[src/rtl/muldiv_pkg.sv]
`default_nettype none
// ============================================================================
// Module      : muldiv_pkg
// Description : Shared definitions for the HI/LO multiply/divide sequencer.
//               Provides the operand width default, the operation encodings
//               carried on i_op, and the controller state encoding.
// Revision    : 1.0 - initial release
// ============================================================================
package muldiv_pkg;

    // Default operand / HI / LO width
    localparam int MULDIV_WIDTH = 32;

    // i_op encodings; bit 1 selects divide, bit 0 selects signed
    localparam logic [1:0] OP_MULTU = 2'b00;
    localparam logic [1:0] OP_MULT  = 2'b01;
    localparam logic [1:0] OP_DIVU  = 2'b10;
    localparam logic [1:0] OP_DIV   = 2'b11;

    // Controller states
    typedef enum logic [1:0] {
        ST_IDLE = 2'b00,
        ST_PREP = 2'b01,
        ST_RUN  = 2'b10,
        ST_FIX  = 2'b11
    } state_t;

endpackage : muldiv_pkg
`default_nettype wire

[src/rtl/muldiv_step.sv]
`default_nettype none
// ============================================================================
// Module      : muldiv_step
// Description : One combinational iteration of the mul/div loop.
//               Multiply: 2*WIDTH shift-add; the high half gains the
//               multiplicand when the current multiplier LSB is set, then the
//               whole accumulator shifts right by one.
//               Divide: restoring step; the remainder (high half) takes the
//               next dividend bit from the low half, a trial subtract decides
//               the quotient bit, and the low half shifts left.
// Ports       : i_acc   - accumulator (mul) / {remainder, dividend-quotient}
//               i_opnd  - multiplicand (mul) / divisor (div)
//               i_div   - 1 selects divide mode
//               o_acc   - next accumulator; in divide mode bit 0 is left clear
//               o_qbit  - quotient bit produced this iteration (0 for mul)
// Revision    : 1.0 - initial release
// ============================================================================
module muldiv_step
    import muldiv_pkg::*;
#(
    parameter int WIDTH = MULDIV_WIDTH
) (
    input  logic [2*WIDTH-1:0] i_acc,
    input  logic [WIDTH-1:0]   i_opnd,
    input  logic               i_div,
    output logic [2*WIDTH-1:0] o_acc,
    output logic               o_qbit
);

    logic [WIDTH-1:0] w_hi;
    logic [WIDTH-1:0] w_lo;
    logic [WIDTH:0]   w_sum;
    logic [WIDTH:0]   w_shift;
    logic [WIDTH-1:0] w_diff;
    logic             w_ge;

    assign w_hi    = i_acc[2*WIDTH-1:WIDTH];
    assign w_lo    = i_acc[WIDTH-1:0];

    // Carry bit of the add becomes the new MSB after the right shift
    assign w_sum   = {1'b0, w_hi} + (w_lo[0] ? {1'b0, i_opnd} : {(WIDTH+1){1'b0}});

    // Trial remainder is WIDTH+1 bits wide; when it is >= divisor the true
    // difference is below the divisor, so a WIDTH-bit subtract is exact.
    assign w_shift = {w_hi, w_lo[WIDTH-1]};
    assign w_ge    = (w_shift >= {1'b0, i_opnd});
    assign w_diff  = w_shift[WIDTH-1:0] - i_opnd;

    always_comb begin
        o_acc  = '0;
        o_qbit = 1'b0;
        if (i_div) begin
            o_acc  = {(w_ge ? w_diff : w_shift[WIDTH-1:0]), w_lo[WIDTH-2:0], 1'b0};
            o_qbit = w_ge;
        end else begin
            o_acc  = {w_sum, w_lo[WIDTH-1:1]};
        end
    end

endmodule : muldiv_step
`default_nettype wire

[src/rtl/muldiv_sequencer.sv]
`default_nettype none
// ============================================================================
// Module      : muldiv_sequencer
// Description : Iterative multiply/divide unit owning the HI/LO pair.
//               IDLE -> PREP -> RUN (WIDTH cycles) -> FIX -> IDLE,
//               latency WIDTH+3 from the issue cycle to o_done.
//               MTHI/MTLO write HI/LO directly while idle.
// Config      : MULDIV_SIGNED_EN - when defined, MULT/DIV take absolute
//               values in PREP and fix result signs in FIX. When undefined,
//               MULT/DIV behave as MULTU/DIVU.
// Ports       : i_clk, i_rst (sync, active high)
//               i_start, i_op, i_srcA, i_srcB - operation issue
//               i_mt_hi, i_mt_lo              - HI/LO direct writes
//               o_busy, o_done, o_div_by_zero - status
//               o_hi, o_lo                    - HI/LO registers
// Revision    : 1.0 - initial release
// ============================================================================
module muldiv_sequencer
    import muldiv_pkg::*;
#(
    parameter int WIDTH = MULDIV_WIDTH
) (
    input  logic             i_clk,
    input  logic             i_rst,
    input  logic             i_start,
    input  logic [1:0]       i_op,
    input  logic [WIDTH-1:0] i_srcA,
    input  logic [WIDTH-1:0] i_srcB,
    input  logic             i_mt_hi,
    input  logic             i_mt_lo,
    output logic             o_busy,
    output logic             o_done,
    output logic             o_div_by_zero,
    output logic [WIDTH-1:0] o_hi,
    output logic [WIDTH-1:0] o_lo
);

    localparam int CNT_W = $clog2(WIDTH);

    state_t             r_state;
    state_t             w_next;
    logic [1:0]         r_op;
    logic [WIDTH-1:0]   r_a;
    logic [WIDTH-1:0]   r_b;
    logic [WIDTH-1:0]   r_opnd;
    logic [2*WIDTH-1:0] r_acc;
    logic [2*WIDTH-1:0] w_step_acc;
    logic               w_qbit;
    logic [CNT_W-1:0]   r_cnt;
    logic               r_done;
    logic               r_dbz;
    logic [WIDTH-1:0]   r_hi;
    logic [WIDTH-1:0]   r_lo;
    logic               w_is_div;
    logic [WIDTH-1:0]   w_a_abs;
    logic [WIDTH-1:0]   w_b_abs;
    logic [2*WIDTH-1:0] w_prod;
    logic [WIDTH-1:0]   w_quo;
    logic [WIDTH-1:0]   w_rem;
    logic [WIDTH-1:0]   w_res_hi;
    logic [WIDTH-1:0]   w_res_lo;

    always_comb begin
        w_is_div = 1'b0;
        case (r_op)
            OP_DIVU, OP_DIV: w_is_div = 1'b1;
            default:         w_is_div = 1'b0;
        endcase
    end

    muldiv_step #(.WIDTH(WIDTH)) u_step (
        .i_acc  (r_acc),
        .i_opnd (r_opnd),
        .i_div  (w_is_div),
        .o_acc  (w_step_acc),
        .o_qbit (w_qbit)
    );

`ifdef MULDIV_SIGNED_EN
    logic w_signed;
    logic r_neg_res;
    logic r_neg_rem;

    assign w_signed = (r_op == OP_MULT) || (r_op == OP_DIV);
    // Two's-complement negate of the most negative value yields itself,
    // which is also its correct unsigned magnitude.
    assign w_a_abs  = (w_signed && r_a[WIDTH-1]) ? -r_a : r_a;
    assign w_b_abs  = (w_signed && r_b[WIDTH-1]) ? -r_b : r_b;

    always_ff @(posedge i_clk) begin
        if (i_rst) begin
            r_neg_res <= 1'b0;
            r_neg_rem <= 1'b0;
        end else if (r_state == ST_PREP) begin
            r_neg_res <= w_signed && (r_a[WIDTH-1] ^ r_b[WIDTH-1]);
            r_neg_rem <= w_signed && r_a[WIDTH-1];
        end
    end

    assign w_prod = r_neg_res ? -r_acc : r_acc;
    assign w_quo  = r_neg_res ? -r_acc[WIDTH-1:0] : r_acc[WIDTH-1:0];
    assign w_rem  = r_neg_rem ? -r_acc[2*WIDTH-1:WIDTH] : r_acc[2*WIDTH-1:WIDTH];
`else
    assign w_a_abs = r_a;
    assign w_b_abs = r_b;
    assign w_prod  = r_acc;
    assign w_quo   = r_acc[WIDTH-1:0];
    assign w_rem   = r_acc[2*WIDTH-1:WIDTH];
`endif

    // Divide by zero bypasses sign correction: HI returns the raw dividend
    always_comb begin
        w_res_hi = w_prod[2*WIDTH-1:WIDTH];
        w_res_lo = w_prod[WIDTH-1:0];
        if (w_is_div) begin
            if (r_dbz) begin
                w_res_hi = r_a;
                w_res_lo = '1;
            end else begin
                w_res_hi = w_rem;
                w_res_lo = w_quo;
            end
        end
    end

    // State register
    always_ff @(posedge i_clk) begin
        if (i_rst) begin
            r_state <= ST_IDLE;
        end else begin
            r_state <= w_next;
        end
    end

    // Next-state logic
    always_comb begin
        w_next = r_state;
        case (r_state)
            ST_IDLE: if (i_start) w_next = ST_PREP;
            ST_PREP: w_next = ST_RUN;
            ST_RUN:  if (r_cnt == '0) w_next = ST_FIX;
            ST_FIX:  w_next = ST_IDLE;
            default: w_next = ST_IDLE;
        endcase
    end

    // Datapath and HI/LO
    always_ff @(posedge i_clk) begin
        if (i_rst) begin
            r_op   <= '0;
            r_a    <= '0;
            r_b    <= '0;
            r_opnd <= '0;
            r_acc  <= '0;
            r_cnt  <= '0;
            r_done <= 1'b0;
            r_dbz  <= 1'b0;
            r_hi   <= '0;
            r_lo   <= '0;
        end else begin
            r_done <= 1'b0;
            case (r_state)
                ST_IDLE: begin
                    if (i_start) begin
                        r_op  <= i_op;
                        r_a   <= i_srcA;
                        r_b   <= i_srcB;
                        r_dbz <= 1'b0;
                    end else begin
                        if (i_mt_hi) r_hi <= i_srcA;
                        if (i_mt_lo) r_lo <= i_srcA;
                    end
                end
                ST_PREP: begin
                    r_cnt <= CNT_W'(WIDTH - 1);
                    r_dbz <= w_is_div && (r_b == '0);
                    if (w_is_div) begin
                        r_acc  <= {{WIDTH{1'b0}}, w_a_abs};
                        r_opnd <= w_b_abs;
                    end else begin
                        r_acc  <= {{WIDTH{1'b0}}, w_b_abs};
                        r_opnd <= w_a_abs;
                    end
                end
                ST_RUN: begin
                    r_acc <= w_step_acc | {{(2*WIDTH-1){1'b0}}, w_qbit};
                    r_cnt <= r_cnt - 1'b1;
                end
                ST_FIX: begin
                    r_hi   <= w_res_hi;
                    r_lo   <= w_res_lo;
                    r_done <= 1'b1;
                end
                default: ;
            endcase
        end
    end

    assign o_busy        = (r_state != ST_IDLE);
    assign o_done        = r_done;
    assign o_div_by_zero = r_dbz;
    assign o_hi          = r_hi;
    assign o_lo          = r_lo;

endmodule : muldiv_sequencer
`default_nettype wire

[config.mk]
export PLATFORM = sky130hd
export DESIGN_NAME = muldiv_sequencer
export DESIGN_NICKNAME = d
export VERILOG_FILES = /design/src/rtl/muldiv_pkg.sv /design/src/rtl/muldiv_step.sv /design/src/rtl/muldiv_sequencer.sv
export SDC_FILE = /design/constraint.sdc
export NUM_CORES = 1
export LEC_CHECK = 0
export ABC_AREA = 1
export BUFFER_PORTS_ARGS = -buffer_cell sky130_fd_sc_hd__buf_2
export CAP_MARGIN = 20
export CORE_ASPECT_RATIO = 0.5
export CORE_MARGIN = 1.5
export CORE_UTILIZATION = 26
export DETAILED_ROUTE_END_ITERATION = 16
export GPL_ROUTABILITY_DRIVEN = 0
export GPL_TIMING_DRIVEN = 1
export PLACE_DENSITY = 0.45
export SETUP_SLACK_MARGIN = 0.05
export SYNTH_ARGS = -nofsm -noshare
export SYNTH_HDL_FRONTEND = slang
export SYNTH_HIERARCHICAL = 1
export SYNTH_SLANG_ARGS = --single-unit
[constraint.sdc]
create_clock -name i_clk -period 5.2 [get_ports i_clk]
set_input_delay 0.26 -clock i_clk [delete_from_list [all_inputs] [get_ports i_clk]]
set_output_delay 0.26 -clock i_clk [all_outputs]
set_load 0.01 [all_outputs]
# --- Yosys cells after proc, flatten, opt, wreduce, memory -nomap -nowiden ---
# Cells that the tools add are included.
word_totals:
  register_bits: 235
  latchBits: 0
  ramBits: 0
  rom_bits: 0
  input_bits: 71
  mem_count: 0
classes:
  add_sub_neg: 3
  multipliers: 0
  div: 0
  order_cmp: 1
  n_eq_ne: 10
  shifts: 0
  muxes: 25
  bitwise: 1
  reduce_logical: 14
ops:
  columns: ["operator", "count"]
  rows:
  - ["32-bit 2-to-1 mux", 12]
  - ["32-bit case mux with 2 select lines", 2]
  - ["64-bit case mux with 2 select lines", 1]
  - ["64-bit 2-to-1 mux", 1]
  - ["64-bit by 1-bit bitwise OR with 64-bit output", 1]
  - ["32-bit by 33-bit adder with 33-bit output", 1]
  - ["33-bit by 32-bit >= comparator with 1-bit output", 1]
  - ["32-bit logical NOT", 1]
  - ["32-bit subtractor", 1]
  - ["2-bit != test, second input constant", 5]
  - ["5-bit case mux with 2 select lines", 1]
  - ["2-bit equality test, second input constant", 4]
  - ["2-bit case mux with 4 select lines", 1]
  - ["2-bit nonzero test", 4]
  - ["2-bit AND reduction", 3]
  - ["3-bit AND reduction", 2]
  - ["5-bit logical NOT", 1]
  - ["5-bit by 1-bit subtractor with 5-bit output, second input constant", 1]
  - ["1-bit 2-to-1 mux", 4]
  - ["2-bit 2-to-1 mux", 2]
  - ["2-bit by 1-bit equality test with 1-bit output, second input constant", 1]
  - ["2-bit logical NOT", 1]
  - ["1-bit case mux with 2 select lines", 1]
  - ["2-bit OR reduction", 1]
  - ["1-bit logical AND", 1]

# --- Longest topological paths before layout ---
# Gate-level depths: netlist of run 1.
depth:
  depth_word: 6
  mapped_depth: 19

# --- By module ---
# Netlist of run 1, hierarchy kept.
modules_own_cells:
  columns: ["mod", "n_inst", "cells_each", "area_per_inst_um2"]
  rows:
  - ["muldiv_sequencer", 1, 1276, 9865.7]
  - ["muldiv_step", 1, 1273, 6112.1]

# --- Least setup slack after synthesis of run 1 ---
# Ideal clock, no wire load.
synth_path:
  path_kind: "register -> register"
  start: "register r_acc[0]"
  end: "register r_acc[39]"
  setup_time_ns: 0.132
  arrival_ns: 2.341
  required_time_ns: 5.068
  path_slack_ns: 2.727
  stages_incl_launch_ff: 17
  n_path_buf: 2
  synth_period_minus_slack_ns: 2.473
  path_cell_list: "dfxtp_1 > clkbuf_1 > clkbuf_1 > nand2_1 > inv_1 > ha_1 > fa_1 > nand2_1 > nand3_1 > and2_1 > a21oi_1 > inv_1 > or2_2 > nand3_1 > nand2_1 > nand2_1 > a21oi_1"
synth_between:
  elab_chain_len: 5
synth_lines:
  columns: ["element", "line_no", "rtl"]
  rows:
  - ["start, declared", "muldiv_sequencer.sv:46", "logic [2*WIDTH-1:0] r_acc;"]
  - ["start signal, assigned", "muldiv_sequencer.sv:178", "r_acc <= {{WIDTH{1'b0}}, w_a_abs};"]
  - ["start signal, assigned", "muldiv_sequencer.sv:181", "r_acc <= {{WIDTH{1'b0}}, w_b_abs};"]
  - ["start signal, assigned", "muldiv_sequencer.sv:186", "r_acc <= w_step_acc | {{(2*WIDTH-1){1'b0}}, w_qbit};"]
  - ["32-bit 2-to-1 mux", "muldiv_step.sv:41", "assign w_sum = {1'b0, w_hi} + (w_lo[0] ? {1'b0, i_opnd} : {(WIDTH+1){1'b0}});"]
  - ["32-bit by 33-bit adder with 33-bit output", "muldiv_step.sv:41", null]
  - ["64-bit 2-to-1 mux", "muldiv_step.sv:52", "if (i_div) begin"]
  - ["named net w_step_acc[39]", "muldiv_sequencer.sv:47", "logic [2*WIDTH-1:0] w_step_acc;"]
  - ["64-bit by 1-bit bitwise OR with 64-bit output", "muldiv_sequencer.sv:186", null]
  - ["64-bit case mux with 2 select lines", "muldiv_sequencer.sv:162", "case (r_state)"]
# The timed path passes the listed nets, and every way through them passes these cells.
# A chain may end at the register's enable or synchronous reset.

# --- Worst setup path in the final report of run 1 ---
layout_path:
  start: "register r_opnd[9]"
  end: "register r_acc[38]"
layout_between:
  elab_chain_len: 5
layout_lines:
  columns: ["element", "line_no", "rtl"]
  rows:
  - ["start, declared", "muldiv_sequencer.sv:45", "logic [WIDTH-1:0] r_opnd;"]
  - ["start signal, assigned", "muldiv_sequencer.sv:179", "r_opnd <= w_b_abs;"]
  - ["start signal, assigned", "muldiv_sequencer.sv:182", "r_opnd <= w_a_abs;"]
  - ["33-bit by 32-bit >= comparator with 1-bit output", "muldiv_step.sv:46", "assign w_ge = (w_shift >= {1'b0, i_opnd});"]
  - ["32-bit 2-to-1 mux", "muldiv_step.sv:53", "o_acc = {(w_ge ? w_diff : w_shift[WIDTH-1:0]), w_lo[WIDTH-2:0], 1'b0};"]
  - ["64-bit 2-to-1 mux", "muldiv_step.sv:52", null]
  - ["named net w_step_acc[38]", "muldiv_sequencer.sv:47", null]
  - ["64-bit by 1-bit bitwise OR with 64-bit output", "muldiv_sequencer.sv:186", null]
  - ["64-bit case mux with 2 select lines", "muldiv_sequencer.sv:162", null]
# The timed path passes the listed nets, and every way through them passes these cells.

==> metrics.cfg, run 1 <==
[run_status]
status = finished, final reports clean

[worst_setup_path]
cp_slowest_cell = dfxtp_1
reg2reg_slack_ps = 1730
cp-start-kind = register
crit_end = r_acc[38]
r2r-end = r_acc[38]
crit_start = r_opnd[9]
crit_chain = inv_1 -> ha_1 -> nand2_1 -> nor2_2 -> nand2_1 -> nor2_2 -> inv_1 -> nor2_1 -> nor2_2 -> buf_4 -> nand2_2 -> buf_4 -> nand2_1 -> nand3_1 -> o21ai_0 -> nand2_1 -> a21oi_1
worstPathArrival_ps = 3890
ff2ff_path_depth = 17
required_ps = 5620
r2r-start = r_opnd[9]
cp_slowest_stage_delay_ps = 450
crit_top_cell = nand2_1
worst-path-max-fanout = 29
critical_path_class = reg -> reg
end_kind = register

[clocking]
clk_pin_slew_ps = 60
htree_levels = 1
cts_buffer_depth = 3
cts.repair.resized = 0
cts_tree = yes
root_buffer = clkbuf_16
clk_latency_ps = 580
cts_buffers = 26
cts.sinks = 234

[synth]
synth_xor_area_frac = 0.0121
synth_edf_count = 0
muxShareOfSynthArea = 0
synth_fa_ha_area_frac = 0.0573
syn_area_sq_mm = 0.0160
synth_simple_gate_area_frac = 0.280
yosysSeqAreaShare = 0.293
ys_ff_latch = 234
synth-compound-area-share = 0.231
synth_nets = 2692
avgSynthCellArea_sq_um = 6.27
yosysWarnings = 6
synth_flop_cell = dfxtp_1
synthCells = 2549
synthArstFlopShare = 0
synth.distinct_cells = 42
synth_top_family_by_area = simple AND/OR/NAND/NOR gates

[final_layout]
mostFrequentLayoutCells = 715 x nand2_1, 334 x inv_1, 251 x o21ai_0
stdcell_count = 3471
fillers = 6714
syn_to_final_growth_pct = 15.5
fin_util = 0.308
mostFrequentLayoutCell = nand2_1
nNetsFinal = 2786
layout-drive-gt1-share = 0.0933

[pwr]
vdd_drop_max_mv = 0.436
powerDensity_mw_per_mm2 = 513
p_leak_nw = 8.64
p_total_mw = 9.48

[timing]
fin_worst_skew_ps = 24.5
slew_headroom = 0.337
timing.fmax_mhz = 288
maxSlewViolCount = 0
period_share = 0.667
final_hold_viol_count = 0
worst_slack_ps = 1730
rsz0062_at_grt = no
tns_ps = 0
setup_violations = 0
worstMarginPinSlew_ps = 994
period_minus_slack_ps = 3470

[min_path]
worstHoldPathType = in -> reg

[routing]
drcViolationCount = 0
wl_per_cell_um = 19.1
via_count = 17132
drt_iter0_drc = 1532
drt-pass1-iter-count = 5
ant_nets = 0
drt-total-wl_mm = 66.4
via_per_inst = 4.94

[place]
port_buffers = 136
hpwl_mm = 48.9
post-place-ws_ps = 1810
dp_cells = 3380

[global_route]
grt_pass1_vias = 16083
antenna_found_initial = 2
grt_pass1_wl_mm = 99.7
grt_max_degree = 94
track_usage = 0.207
grt_overflow = 0

[floorplanning]
core_sq_mm = 0.0600
die_h_um = 178
die_w_um = 354
top_level_ports = 138
rows = 63
dieArea_sq_mm = 0.0630
initial_core_util = 0.266

[job]
maxCapViolations = 0

==> metrics by stage <==
stage | cell area [sq um] | hold slack, ps
floorplan | 16000 | 422
global placement | 17100 | 444
detailed placement | 17100 | 452
CTS | 18500 | 0.476
global route | 18500 | 22.4
finish | 18500 | 4.58
==> cells in the mapped netlist, types with 2 or more instances <==
library cell    n  area share
nand2_1       716        0.17
inv_1         336       0.079
o21ai_0       251       0.079
dfxtp_1       234        0.29
a21oi_1       177       0.055
nor2_1        165       0.039
nand3_1       113       0.035
a31oi_1        96       0.038
o211ai_1       74       0.035
ha_1           70       0.055
clkbuf_1       58       0.014
buf_2          55       0.017
nand3b_1       33       0.016
o21ai_1        29      0.0091
xnor2_1        17      0.0093
a21oi_2        16      0.0088
nand4_1        14      0.0055
buf_4          12      0.0056
buf_6          11      0.0078
nand2_2         9      0.0035
nor3_1          8      0.0025
or2_2           8      0.0031
inv_2           5      0.0012
nor2_2          5      0.0020
xor2_1          5      0.0027
a21o_1          4      0.0019
and2_1          4      0.0016
o21a_1          4      0.0019
o21bai_1        3      0.0014
clkinv_1        2     0.00047
fa_1            2      0.0025
inv_4           2     0.00078
nor4_1          2     0.00078
==> kinds of logic after synthesis <==
family	count (synthesis)
compound gates	658
xor+xnor	22
fa+ha+maj	72
buf+inv	482
flops	234
simple gates	1081
==> state kept, by name (all words and copies together) (netlist names) <==
register       count
r_acc             64
o_hi              32
o_lo              32
r_a               32
r_b               32
r_opnd            32
r_cnt              5
r_state            2
o_div_by_zero      1
o_done             1
r_op               1
==> repair_timing <==
action | in CTS | in global routing
hold endpoints to repair | 74 | 0
buffers inserted | 0 | 0
hold buffers | 47 | 0
==> cell type report <==
cell class | count | area (sq um) | area share
sequential | 234 | 4690 | 0.254
tap | 812 | 1020 | 0.0550
multi-input combinational | 1833 | 9300 | 0.504
clock inverter | 5 | 103 | 0.00556
antenna | 1 | 2.50 | 0.000136
timing repair buffer | 203 | 1300 | 0.0705
inverter | 345 | 1300 | 0.0706
clock buffer | 38 | 746 | 0.0404
==> worst max-delay path: cells and delay by family (launching register included) <==
kind                       cells  cell delay (ps)
and+or+nand+nor               10             1490
buffers and inverters          4              800
adders and majority gates      1              380
DFF                            1              450
AOI/OAI and AO/OA              2              170
==> report_power, final <==
part	switching (mW)	internal [mW]
Sequential	0.470	2.28
Clock	0.817	1.09
Combinational	3.44	1.38
Total	4.73	4.75
==> how the worst min path moves through the flow <==
stage / startpoint / to / slack [ps] / cells past startpoint
finish: i_srcB[15] / r_b[15] / 5 / 3
global route: i_srcB[8] / r_b[8] / 20 / 3
CTS: i_srcA[22] / r_a[22] / 0.5 / 3
detailed placement: r_cnt[0] / r_cnt[0] / 450 / 1
global placement: r_cnt[0] / r_cnt[0] / 440 / 1
floorplan: r_cnt[0] / r_cnt[0] / 420 / 1
==> routing by layer <==
metal | global-route usage | vias up | part of all wire
met1 | 0.315 | 8067 | 0.51
met4 | 0.0376 | 0 | 0.017
met2 | 0.307 | 466 | 0.41
li1 | - | 8539 | -
met3 | 0.0283 | 60 | 0.063
met5 | 0 | - | 0
No activity file was read; power rests on OpenSTA's default activity.
==> run 2, diff against run 1 <==
==> constraint.sdc (replaced) <==
create_clock -name i_clk -period 3.3 [get_ports i_clk]
set_input_delay 0.165 -clock i_clk [delete_from_list [all_inputs] [get_ports i_clk]]
set_output_delay 0.165 -clock i_clk [all_outputs]
set_load 0.01 [all_outputs]
==> run 2 against run 1 <==
Compared with the run above:
- routed wire length increased by 2.3%
- worst hold slack improved by 51 ps
- combinational power increased by 62%
- design area increased by 3.7%
- flip-flop and latch count unchanged
- die area unchanged
- non-clock buffer count increased by 59
- core utilization increased by 1.1 points
- via count increased by 1.5%
- clock skew increased by 7.4 ps
- critical endpoint is now r_acc[63]
- critical path type unchanged
==> metrics.cfg, run 2 (synthesized netlist as in run 1, its figures left out) <==
[run_status]
status = finished, final reports clean

[pwr]
p_leak_nw = 9.03  ; +4.4%
powerDensity_mw_per_mm2 = 807  ; +57%
vdd_drop_max_mv = 0.601  ; +38%

[worst_setup_path]
critical_path_class = reg -> reg
crit_chain = buf_4 -> nand2_1 -> inv_1 -> fa_1 -> nand2_1 -> nand3_1 -> and2_1 -> a21oi_1 -> inv_1 -> nand2_1 -> nand3_1 -> nand2_1 -> nand2_1 -> nand2_1 -> nand2_1 -> nand2_1 -> a21oi_1
r2r-start = r_acc[0]
crit_start = r_acc[0]
ff2ff_path_depth = 17  ; unchanged
cp_slowest_stage_delay_ps = 500  ; +50 ps
cp_slowest_cell = fa_1
end_kind = register
worstPathArrival_ps = 3320  ; -570 ps
cp-start-kind = register
crit_top_cell = nand2_1
reg2reg_slack_ps = 420  ; -1310 ps
crit_end = r_acc[63]
r2r-end = r_acc[63]
worst-path-max-fanout = 18  ; -38%
required_ps = 3740  ; -1880 ps

[timing]
tns_ps = 0  ; unchanged
period_share = 0.873  ; +0.206
maxSlewViolCount = 0  ; unchanged
setup_violations = 0  ; unchanged
rsz0062_at_grt = no
worst_slack_ps = 420  ; -1310 ps
fin_worst_skew_ps = 31.9  ; +7.39 ps
worstMarginPinSlew_ps = 916  ; -78.0 ps
final_hold_viol_count = 0  ; unchanged
period_minus_slack_ps = 2880  ; -589 ps
slew_headroom = 0.389  ; +0.0520
timing.fmax_mhz = 347  ; +20%

[global_route]
grt_overflow = 0  ; unchanged
track_usage = 0.213  ; +0.00583
grt_pass1_wl_mm = 103  ; +2.8%
antenna_found_initial = 3  ; +1
grt_max_degree = 94  ; unchanged
grt_pass1_vias = 16338  ; +1.6%

[place]
post-place-ws_ps = 485  ; -1330 ps
port_buffers = 136  ; unchanged
hpwl_mm = 50.5  ; +3.3%
place_area_sq_mm = 0.0175  ; +2.2%

[routing]
ant_nets = 0  ; unchanged
wl_per_cell_um = 19.2  ; +0.43%
via_per_inst = 4.92  ; -0.39%
via_count = 17390  ; +1.5%
drt-total-wl_mm = 68.0  ; +2.3%
drt_iter0_drc = 1703  ; +11%
drt-pass1-iter-count = 5  ; unchanged
drcViolationCount = 0  ; unchanged

[clocking]
cts_tree = yes
clk_pin_slew_ps = 60  ; about the same
cts_buffer_depth = 3  ; unchanged
cts_buffers = 28  ; +7.7%
htree_levels = 1  ; unchanged
root_buffer = clkbuf_16
clk_latency_ps = 600  ; +20 ps
cts.sinks = 234  ; unchanged
cts.repair.resized = 0  ; unchanged

[floorplanning]
die_h_um = 178  ; unchanged
dieArea_sq_mm = 0.0630  ; unchanged
core_sq_mm = 0.0600  ; unchanged
rows = 63  ; unchanged
die_w_um = 354  ; unchanged
top_level_ports = 138  ; unchanged
initial_core_util = 0.266  ; unchanged

[min_path]
min_from = i_start
worstHoldPathType = in -> reg

[final_layout]
insertedDiodeCount = 0  ; -1
final_area_sq_mm = 0.0191  ; +3.7%
mostFrequentLayoutCell = nand2_1
regMostFlops = r_acc
mostFrequentLayoutCells = 715 x nand2_1, 334 x inv_1, 251 x o21ai_0
nNetsFinal = 2847  ; +2.2%
syn_to_final_growth_pct = 19.7
layout-drive-gt1-share = 0.110  ; +0.0164
largest_reg_flops = 64  ; unchanged

[job]
maxCapViolations = 0  ; unchanged

-- run 2: how the worst min path moves through the flow --
stage | endpoint | slack (ps) | cells after the start
after floorplan | r_a[10] | 330 | 2
after global routing | r_state[0] | 80 | 4
after detailed placement | r_b[30] | 440 | 3
after global placement | r_b[30] | 430 | 3
after CTS | r_state[0] | 40 | 5
final | r_state[0] | 60 | 5
-- run 2: per-layer routing --
layer  global-route usage  vias up  share of wire
met5                    0        -              0
met4               0.0494        0          0.023
met3               0.0229       81          0.063
met2                0.316      547           0.41
met1                0.324     8076           0.50
li1                     -     8686              -
-- run 2: layout make-up --
type	count	area (sq um)
clock buffer	39	802
clock inverter	12	164
fill	6671	40900
inverter	345	1300
multi-input combinational	1833	9300
sequential	234	4690
tap	812	1020
timing repair buffer	262	1860
-- run 2: critical path, delay by kind of cell (launching register included) --
family | cells | cell delay (ps)
flip-flops | 1 | 360
buffers and inverters | 3 | 420
AND/OR/NAND/NOR | 11 | 1080
AO/OA/AOI/OAI | 2 | 380
adder cells (fa/ha/maj) | 1 | 500
-- run 2: what timing repair did --
item | CTS | global route
buffers inserted | 0 | 0
endpoints found under the hold margin | 129 | 0
hold buffers | 65 | 0
-- run 2: through the flow --
step	hold WS (ps)	utilization	std cells	power [mW]
after floorplan	332	-	2549	9.31
after global placement	430	0.292	3421	12.0
after detailed placement	437	0.292	3421	12.0
after CTS	35.5	0.319	3537	15.4
after global routing	76.0	0.319	3537	16.5
final	55.9	0.319	3537	15.4
-- run 2: power by group --
group | leakage (nW) | total [mW] | switching (mW) | internal (mW)
clock network | 0.480 | 3.31 | 1.37 | 1.93
registers | 1.92 | 4.34 | 0.741 | 3.60
logic | 6.63 | 7.80 | 5.42 | 2.38
